==> src/rtl/mem_stage_if.sv <==
// rtl/mem_stage_if.sv - EX/MEM/WB handshake and data-SRAM response bundle for mem_stage
interface mem_stage_if;
  logic        MEM_allowin;
  logic        EX_MEM_valid;
  logic [76:0] EX_MEM_bus;
  logic [85:0] EX_except_bus;
  logic [85:0] MEM_except_bus;
  logic        MEM_EXC_signal;
  logic        WB_EXC_signal;
  logic        WB_allowin;
  logic        MEM_WB_valid;
  logic [69:0] MEM_WB_bus;
  logic [38:0] MEM_rf_bus;
  logic        data_sram_data_ok;
  logic [31:0] data_sram_rdata;

  modport slave (
    input  EX_MEM_valid, EX_MEM_bus, EX_except_bus, WB_EXC_signal, WB_allowin,
           data_sram_data_ok, data_sram_rdata,
    output MEM_allowin, MEM_except_bus, MEM_EXC_signal, MEM_WB_valid, MEM_WB_bus, MEM_rf_bus
  );

  modport master (
    output EX_MEM_valid, EX_MEM_bus, EX_except_bus, WB_EXC_signal, WB_allowin,
           data_sram_data_ok, data_sram_rdata,
    input  MEM_allowin, MEM_except_bus, MEM_EXC_signal, MEM_WB_valid, MEM_WB_bus, MEM_rf_bus
  );
endinterface

==> src/rtl/mem_stage.sv <==
// rtl/mem_stage.sv - pipeline MEM stage with data-SRAM response tracking; optional MEM_LD_FWD_EN
module mem_stage (
  input  logic       clk,
  input  logic       resetn,
  mem_stage_if.slave mif
);

  typedef enum logic [1:0] {IDLE, WAIT, HOLD, DROP} req_state_t;

  req_state_t  state, state_nxt;
  logic        mem_valid;
  logic [76:0] payload;
  logic [85:0] except_r;
  logic [31:0] rdata_buf;

  logic        data_ok, flush, ready_go, allowin, accept, accept_req, handoff, exc;

  logic [31:0] pc, alu_result;
  logic        rf_we, res_from_mem, req_made;
  logic [4:0]  rf_waddr;
  logic        ld_w, ld_b, ld_h, ld_bu, ld_hu;

  logic [31:0] ld_word, ld_ext, final_result;
  logic [7:0]  ld_byte;
  logic [15:0] ld_half;
  logic        rf_we_out, ld_pending;

  assign pc           = payload[76:45];
  assign alu_result   = payload[44:13];
  assign rf_we        = payload[12];
  assign rf_waddr     = payload[11:7];
  assign res_from_mem = payload[6];
  assign ld_w         = payload[5];
  assign ld_b         = payload[4];
  assign ld_h         = payload[3];
  assign ld_bu        = payload[2];
  assign ld_hu        = payload[1];
  assign req_made     = payload[0];

  assign data_ok    = mif.data_sram_data_ok;
  assign flush      = mif.WB_EXC_signal;
  assign ready_go   = (state == IDLE) | (state == HOLD) | ((state == WAIT) & data_ok);
  // DROP still owes a response that must be absorbed before anything new enters
  assign allowin    = (state != DROP) & (~mem_valid | (ready_go & mif.WB_allowin));
  assign accept     = mif.EX_MEM_valid & allowin;
  assign accept_req = accept & mif.EX_MEM_bus[0];
  assign handoff    = mem_valid & ready_go & mif.WB_allowin;

  // Next request-tracking state; a handoff may coincide with a new request entering
  always_comb begin
    state_nxt = state;
    unique case (state)
      IDLE: if (accept_req) state_nxt = flush ? DROP : WAIT;
      WAIT: begin
        if (data_ok) begin
          if (handoff)     state_nxt = accept_req ? (flush ? DROP : WAIT) : IDLE;
          else             state_nxt = flush ? IDLE : HOLD;
        end else if (flush) begin
          state_nxt = DROP;
        end
      end
      HOLD: begin
        if (handoff)       state_nxt = accept_req ? (flush ? DROP : WAIT) : IDLE;
        else if (flush)    state_nxt = IDLE;
      end
      DROP: if (data_ok) state_nxt = IDLE;
      default: state_nxt = IDLE;
    endcase
  end

  // Request-tracking state register; reset abandons any owed response
  always_ff @(posedge clk) begin
    if (!resetn) state <= IDLE;
    else         state <= state_nxt;
  end

  // Instruction slot: valid bit, payload and exception flags
  always_ff @(posedge clk) begin
    if (!resetn) begin
      mem_valid <= 1'b0;
      payload   <= '0;
      except_r  <= '0;
    end else begin
      if (flush)        mem_valid <= 1'b0;
      else if (allowin) mem_valid <= mif.EX_MEM_valid;
      if (accept) begin
        payload  <= mif.EX_MEM_bus;
        except_r <= mif.EX_except_bus;
      end
    end
  end

  // Keep the response when WB is stalled so the SRAM bus can move on
  always_ff @(posedge clk) begin
    if (!resetn)
      rdata_buf <= '0;
    else if ((state == WAIT) & data_ok & ~mif.WB_allowin & req_made)
      rdata_buf <= mif.data_sram_rdata;
  end

  // Lane selection and sign/zero extension of load data
  always_comb begin
    ld_word = (state == HOLD) ? rdata_buf : mif.data_sram_rdata;
    case (alu_result[1:0])
      2'd0:    ld_byte = ld_word[7:0];
      2'd1:    ld_byte = ld_word[15:8];
      2'd2:    ld_byte = ld_word[23:16];
      default: ld_byte = ld_word[31:24];
    endcase
    ld_half = alu_result[1] ? ld_word[31:16] : ld_word[15:0];
    ld_ext  = ld_word;
    if (ld_w)       ld_ext = ld_word;
    else if (ld_b)  ld_ext = {{24{ld_byte[7]}}, ld_byte};
    else if (ld_bu) ld_ext = {24'd0, ld_byte};
    else if (ld_h)  ld_ext = {{16{ld_half[15]}}, ld_half};
    else if (ld_hu) ld_ext = {16'd0, ld_half};
  end

  assign final_result = res_from_mem ? ld_ext : alu_result;
  assign exc          = |except_r;
  assign rf_we_out    = rf_we & ~exc;

`ifdef MEM_LD_FWD_EN
  assign ld_pending = mem_valid & res_from_mem & ~ready_go;
`else
  assign ld_pending = mem_valid & res_from_mem;
`endif

  assign mif.MEM_allowin    = allowin;
  assign mif.MEM_WB_valid   = mem_valid & ready_go;
  assign mif.MEM_WB_bus     = {pc, rf_we_out, rf_waddr, final_result};
  assign mif.MEM_rf_bus     = {ld_pending, rf_we_out & mem_valid, rf_waddr, final_result};
  assign mif.MEM_except_bus = except_r;
  assign mif.MEM_EXC_signal = mem_valid & exc;

endmodule

==> src/flat_wrapper.sv <==
// flat-port wrapper written by rule: the top's interface ports become plain ports
module mem_stage_flat 
  (clk, resetn, mif_EX_MEM_valid, mif_EX_MEM_bus, mif_EX_except_bus, mif_WB_EXC_signal, mif_WB_allowin, mif_data_sram_data_ok, mif_data_sram_rdata, mif_MEM_allowin, mif_MEM_except_bus, mif_MEM_EXC_signal, mif_MEM_WB_valid, mif_MEM_WB_bus, mif_MEM_rf_bus);
  mem_stage_if mif_i ();
  input  logic clk;
  input  logic resetn;
  input wire logic [$bits(mif_i.EX_MEM_valid)-1:0] mif_EX_MEM_valid;
  input wire logic [$bits(mif_i.EX_MEM_bus)-1:0] mif_EX_MEM_bus;
  input wire logic [$bits(mif_i.EX_except_bus)-1:0] mif_EX_except_bus;
  input wire logic [$bits(mif_i.WB_EXC_signal)-1:0] mif_WB_EXC_signal;
  input wire logic [$bits(mif_i.WB_allowin)-1:0] mif_WB_allowin;
  input wire logic [$bits(mif_i.data_sram_data_ok)-1:0] mif_data_sram_data_ok;
  input wire logic [$bits(mif_i.data_sram_rdata)-1:0] mif_data_sram_rdata;
  output wire logic [$bits(mif_i.MEM_allowin)-1:0] mif_MEM_allowin;
  output wire logic [$bits(mif_i.MEM_except_bus)-1:0] mif_MEM_except_bus;
  output wire logic [$bits(mif_i.MEM_EXC_signal)-1:0] mif_MEM_EXC_signal;
  output wire logic [$bits(mif_i.MEM_WB_valid)-1:0] mif_MEM_WB_valid;
  output wire logic [$bits(mif_i.MEM_WB_bus)-1:0] mif_MEM_WB_bus;
  output wire logic [$bits(mif_i.MEM_rf_bus)-1:0] mif_MEM_rf_bus;
  assign mif_i.EX_MEM_valid = mif_EX_MEM_valid;
  assign mif_i.EX_MEM_bus = mif_EX_MEM_bus;
  assign mif_i.EX_except_bus = mif_EX_except_bus;
  assign mif_i.WB_EXC_signal = mif_WB_EXC_signal;
  assign mif_i.WB_allowin = mif_WB_allowin;
  assign mif_i.data_sram_data_ok = mif_data_sram_data_ok;
  assign mif_i.data_sram_rdata = mif_data_sram_rdata;
  assign mif_MEM_allowin = mif_i.MEM_allowin;
  assign mif_MEM_except_bus = mif_i.MEM_except_bus;
  assign mif_MEM_EXC_signal = mif_i.MEM_EXC_signal;
  assign mif_MEM_WB_valid = mif_i.MEM_WB_valid;
  assign mif_MEM_WB_bus = mif_i.MEM_WB_bus;
  assign mif_MEM_rf_bus = mif_i.MEM_rf_bus;
  mem_stage u_core (.clk(clk), .resetn(resetn), .mif(mif_i));
endmodule
==> config.mk <==
export PLATFORM = sky130hd
export DESIGN_NAME = mem_stage_flat
export DESIGN_NICKNAME = d
export VERILOG_FILES = /design/src/rtl/mem_stage_if.sv /design/src/rtl/mem_stage.sv /design/src/flat_wrapper.sv
export SDC_FILE = /design/constraint.sdc
export NUM_CORES = 1
export LEC_CHECK = 0
export BUFFER_PORTS_ARGS = -buffer_cell sky130_fd_sc_hd__buf_4
export CORE_AREA = 2 2 156 158
export CTS_BUF_LIST = sky130_fd_sc_hd__clkbuf_16
export CTS_CLUSTER_DIAMETER = 200
export DETAILED_ROUTE_END_ITERATION = 16
export DIE_AREA = 0 0 158 160
export GPL_TIMING_DRIVEN = 1
export PLACE_DENSITY = 0.7
export SLEW_MARGIN = 0
export SYNTH_ARGS = -nofsm -noshare
export SYNTH_HDL_FRONTEND = slang
export SYNTH_SLANG_ARGS = --single-unit
==> constraint.sdc <==
create_clock -name clk -period 6.5 [get_ports clk]
set_clock_uncertainty 0.15 [all_clocks]
set_input_delay 0.325 -clock clk [delete_from_list [all_inputs] [get_ports clk]]
set_output_delay 0.325 -clock clk [all_outputs]
set_load 0.05 [all_outputs]
# == Yosys cells after proc, flatten, opt, wreduce, memory -nomap -nowiden ==
# Cells that the tools add are included.
# totals
register_bits,198
out_inout_bits,198
# op_classes
n_reduce_logical,5
eq_ne,10
muxes,20
bitwise,20
# ops
op,n
two-way mux 32 bit,7
OR reduction 86 bit,1
case mux 8 bit (3 select lines),1
two-way mux 2 bit,10
two-way mux 16 bit,1
bitwise AND 1 bit,13
case mux 2 bit (4 select lines),1
== test 2 bit (second input constant),3
== test 2 x 1 -> 1 bit (second input constant),2
logical NOT 2 bit,2
inequality test 2 bit (second input constant),2
inverter 1 bit,4
AND reduction 4 bit,1
inequality test 3 x 2 -> 1 bit (second input constant),1
inequality test 3 bit (second input constant),1
bitwise OR 1 bit,3
inequality test 2 x 1 -> 1 bit (second input constant),1
OR reduction 2 bit,1

# == Logic depth before layout (Yosys ltp) ==
# logic_depth
depth_word,12
depth_mapped,11
ltp_nobuf,5

# == Least setup slack after synthesis ==
# Ideal clock, no wire load.
# synth_path
kind,register to output
startpoint,register u_core.state[0]
endpoint,output mif_MEM_rf_bus[10]
path_stages_with_launch,11
t_arrival_ns,2.985
required_time_ns,6.025
setup_slack_ns,3.040
path_cell_list,dfxtp_1 -> nand2b_4 -> buf_6 -> buf_4 -> buf_4 -> buf_2 -> nand2_1 -> nand2_1 -> a221oi_1 -> o21ai_0 -> buf_4
# synth_between
elab_chain_cells,9
word_cells_on_any_way,10
classes_between,1 x eq/ne; 9 x mux
# synth_rtl
element,line,source
"start, declared",mem_stage.sv:10,"req_state_t state, state_nxt;"
"start signal, assigned",mem_stage.sv:74,else state <= state_nxt;
== test 2 bit (*),mem_stage.sv:103,ld_word = (state == HOLD) ? rdata_buf : mif.data_sram_rdata;
two-way mux 32 bit (*),mem_stage.sv:103,
two-way mux 16 bit,mem_stage.sv:110,ld_half = alu_result[1] ? ld_word[31:16] : ld_word[15:0];
two-way mux 32 bit,mem_stage.sv:116,"else if (ld_hu) ld_ext = {16'd0, ld_half};"
two-way mux 32 bit,mem_stage.sv:115,"else if (ld_h) ld_ext = {{16{ld_half[15]}}, ld_half};"
two-way mux 32 bit,mem_stage.sv:114,"else if (ld_bu) ld_ext = {24'd0, ld_byte};"
two-way mux 32 bit,mem_stage.sv:113,"else if (ld_b) ld_ext = {{24{ld_byte[7]}}, ld_byte};"
two-way mux 32 bit (*),mem_stage.sv:112,if (ld_w) ld_ext = ld_word;
two-way mux 32 bit (*),mem_stage.sv:119,assign final_result = res_from_mem ? ld_ext : alu_result;
"end, declared",flat_wrapper.sv:19,output wire logic [$bits(mif_i.MEM_rf_bus)-1:0] mif_MEM_rf_bus;
# Every way passes the cells marked *; elsewhere a longest branch is shown, timed or not.

# == Worst setup path in the final report ==
# layout_path
startpoint,register u_core.state[0]
endpoint,output mif_MEM_WB_bus[21]
# layout_between
elab_chain_cells,8
word_cells_on_any_way,10
classes_between,1 x eq/ne; 9 x mux
# layout_rtl
element,line,source
== test 2 bit (*),mem_stage.sv:103,
two-way mux 32 bit (*),mem_stage.sv:103,
two-way mux 32 bit or two-way mux 16 bit (tied branches),"mem_stage.sv:116, mem_stage.sv:110",
two-way mux 32 bit,mem_stage.sv:115,
two-way mux 32 bit,mem_stage.sv:114,
two-way mux 32 bit,mem_stage.sv:113,
two-way mux 32 bit (*),mem_stage.sv:112,
two-way mux 32 bit (*),mem_stage.sv:119,
"end, declared",flat_wrapper.sv:18,output wire logic [$bits(mif_i.MEM_WB_bus)-1:0] mif_MEM_WB_bus;
# Marked as above.

==> flow_summary.toml <==
[outcome]
status = "finished clean"

[finish]
areaGrowthSynthToFinish_pct = 48.1
drive_gt1_frac = 0.311
fillCellCount = 2027
final_nets = 1679
post-route-util = 0.609

[clocking]
cts_buffers = 17
insertion_delay_ps = 420
cts_max_level = 4
cts_root_buf = "clkbuf_16"
tritoncts = "built"
cts.sinks = 198
clk_pin_slew_ps = 70
cts_setup_buffers = 0
cts_buffer_depth = 2

[synth]
ys_seq_elements = 198
synth_edf_count = 0
yosys.area.top_type = "dfxtp_1"
synth.net_count = 1243
syn_inst = 1042
syn_area_um2 = 9790
yosys-top-cells-count = "198 x dfxtp_1, 179 x mux2i_1, 169 x nor2b_1, 106 x nand2_1, 80 x buf_4"
yosysWarnings = 0
yosysMostFrequentCell = "dfxtp_1"
ys_seq_area_frac = 0.405
ys_top_cells_by_area = "dfxtp_1 40%, mux2i_1 18%, nor2b_1 11%, buf_4 6.1%, nand2_1 4.1%"
synth_cell_types = 52
yosysTopAreaCellShare = 0.405
syn_area_per_cell_um2 = 9.40
synth-main-ff-cell = "dfxtp_1"
synthArstFlopShare = 0

[sta]
min_period_ps = 4350
finalHoldViolations = 0
slew_violations = 0
finalSetupViolCount = 0
slew_headroom = 0.256
timing.fmax_mhz = 230
rsz0062_at_grt = "no"
final.setup.tns_ps = 0
max_slew.worst_pin.slew_ps = 1120
fin_ws_ps = 2150
fin_crit_sh = 0.670
whs_ps = 16.0

[setup_path]
cp_num_buf_inv = 1
critPathRequiredTime_ps = 6020
worstSetupEndpointType = "output pin"
critPathKind = "flip-flop to output pin"
critPathMaxStageDelay_ps = 910
crit_family = "compound AO/OA/AOI/OAI gates"
cp_cell_sequence = "nand2b_4 -> mux2i_1 -> o221ai_2 -> a211oi_2 -> o22ai_1 -> buf_4"
critPathLaunchType = "flip-flop"
path_max_fanout = 36
cpMaxStageDelayCell = "a211oi_2"
worstPathArrival_ps = 3880

[power]
p_leak_nw = 6.65
switching_share = 0.358
p_per_area_nw_per_um2 = 237
power_mw = 3.43
p_sw_mw = 1.23
pwr-share-clk = 0.292
seq_power_share = 0.391
ir_drop_mv = 0.143
pwr-share-comb = 0.318
p_int_mw = 2.20

[grt]
grt_overflow_total = 0
antenna_found_initial = 4
grt_max_degree = 108
grt_pass1_wl_um = 49000
grt_usage = 0.250
grt_pass1_vias = 9014

[placement]
gp_congestion = 0.877
io_buffers = 398
dp_worst_setup_slack_ps = 2670
hpwl_um = 23000

[die]
core.rowCount = 57
dieArea_um2 = 25300
die_x_um = 158
coreArea_um2 = 23800
io_pins = 399
die_h_um = 160
start_util = 0.411

[routing]
totalWireLength_um = 32600
wl_per_cell_um = 17.9
routed_via_density = 4.97
firstDrtPassIters = 7
antenna_left = 0
vias = 9027
drt_iter0_markers = 545
drc = 0

[min_path]
hold_path.class = "input port to flip-flop"

[job]
max-cap-violations = 0
==> per-layer routing <==
| layer | track usage | share of wire |
|---|---|---|
| met3 | 0.0592 | 0.067 |
| met2 | 0.451 | 0.51 |
| met1 | 0.279 | 0.39 |
| met4 | 0.102 | 0.030 |
| met5 | 0 | 0.00068 |
==> what timing repair did <==
item | CTS | global route
gates resized for setup | 0 | 0
endpoints found under the hold margin | 158 | 0
hold buffers | 158 | 0
==> state kept, by name (all words and copies together), names as in the netlist <==
signal                     flops
u_core.mem_valid               1
u_core.mif.MEM_except_bus     86
u_core.payload                77
u_core.rdata_buf              32
u_core.state                   2
==> kinds of logic after synthesis <==
group           after synthesis  synth area share
buf+inv                     153            0.0933
simple gates                360             0.198
flops                       198             0.405
compound gates              141             0.105
mux                         190             0.199
==> cell type report <==
| type | instances | area (um^2) | share of cell area |
|---|---|---|---|
| multi-input combinational | 691 | 4930 | 0.340 |
| inverter | 8 | 30.0 | 0.00207 |
| clock inverter | 14 | 118 | 0.00811 |
| clock buffer | 17 | 425 | 0.0293 |
| tap | 324 | 405 | 0.0280 |
| timing repair buffer | 562 | 4630 | 0.319 |
| sequential | 198 | 3960 | 0.273 |
| antenna | 2 | 5.00 | 0.000345 |
==> through the flow <==
| step | instances | instance area [um^2] |
|---|---|---|
| after floorplan | 1042 | 9790 |
| after global placement | 1625 | 12400 |
| after detailed placement | 1625 | 12400 |
| after CTS | 1814 | 14500 |
| after global routing | 1815 | 14500 |
| final | 1816 | 14500 |
==> final timing paths <==
check | start | cells past startpoint | slack, ps | to
setup / recovery | u_core.state[0] | 6 | 2150 | mif_MEM_WB_bus[21]
hold / removal | mif_EX_except_bus[24] | 3 | 20 | u_core.mif.MEM_except_bus[24]
hold reg to reg | u_core.rdata_buf[2] | 2 | 320 | u_core.rdata_buf[2]
setup reg to reg | u_core.state[0] | 6 | 3110 | u_core.mif.MEM_except_bus[18]
==> worst register-to-register path, stage by stage, from the launching register on <==
cell and delay [ps]:
dfxtp_1 590, nor2b_1 310, o21ai_0 210, nand3_4 830
buf_4 790, mux2i_1 320, nor2b_1 80
==> placed cells by master (no fill, tap or decap), types with 7 or more instances in the layout <==
master	instances
nor4_1	22
nor2_1	28
dfxtp_1	198
o21ai_0	23
nand2_1	106
buf_4	403
a221oi_1	7
nor2b_1	169
a21boi_0	32
a21oi_1	17
dlygate4sd3_1	158
mux2i_1	179
o221ai_1	9
o22ai_1	18
clkbuf_16	17
mux2_2	8
inv_1	8
==> power by group through the flow <==
stage | logic [mW] | registers, mW | clock network, mW
after floorplan | 0.615 | 1.46 | 0
after global placement | 0.997 | 1.37 | 0
after detailed placement | 1.00 | 1.37 | 0
after CTS | 1.08 | 1.34 | 1.03
after global routing | 1.14 | 1.35 | 1.07
final | 1.09 | 1.34 | 1.00
Power figures use the tool's default switching activity.
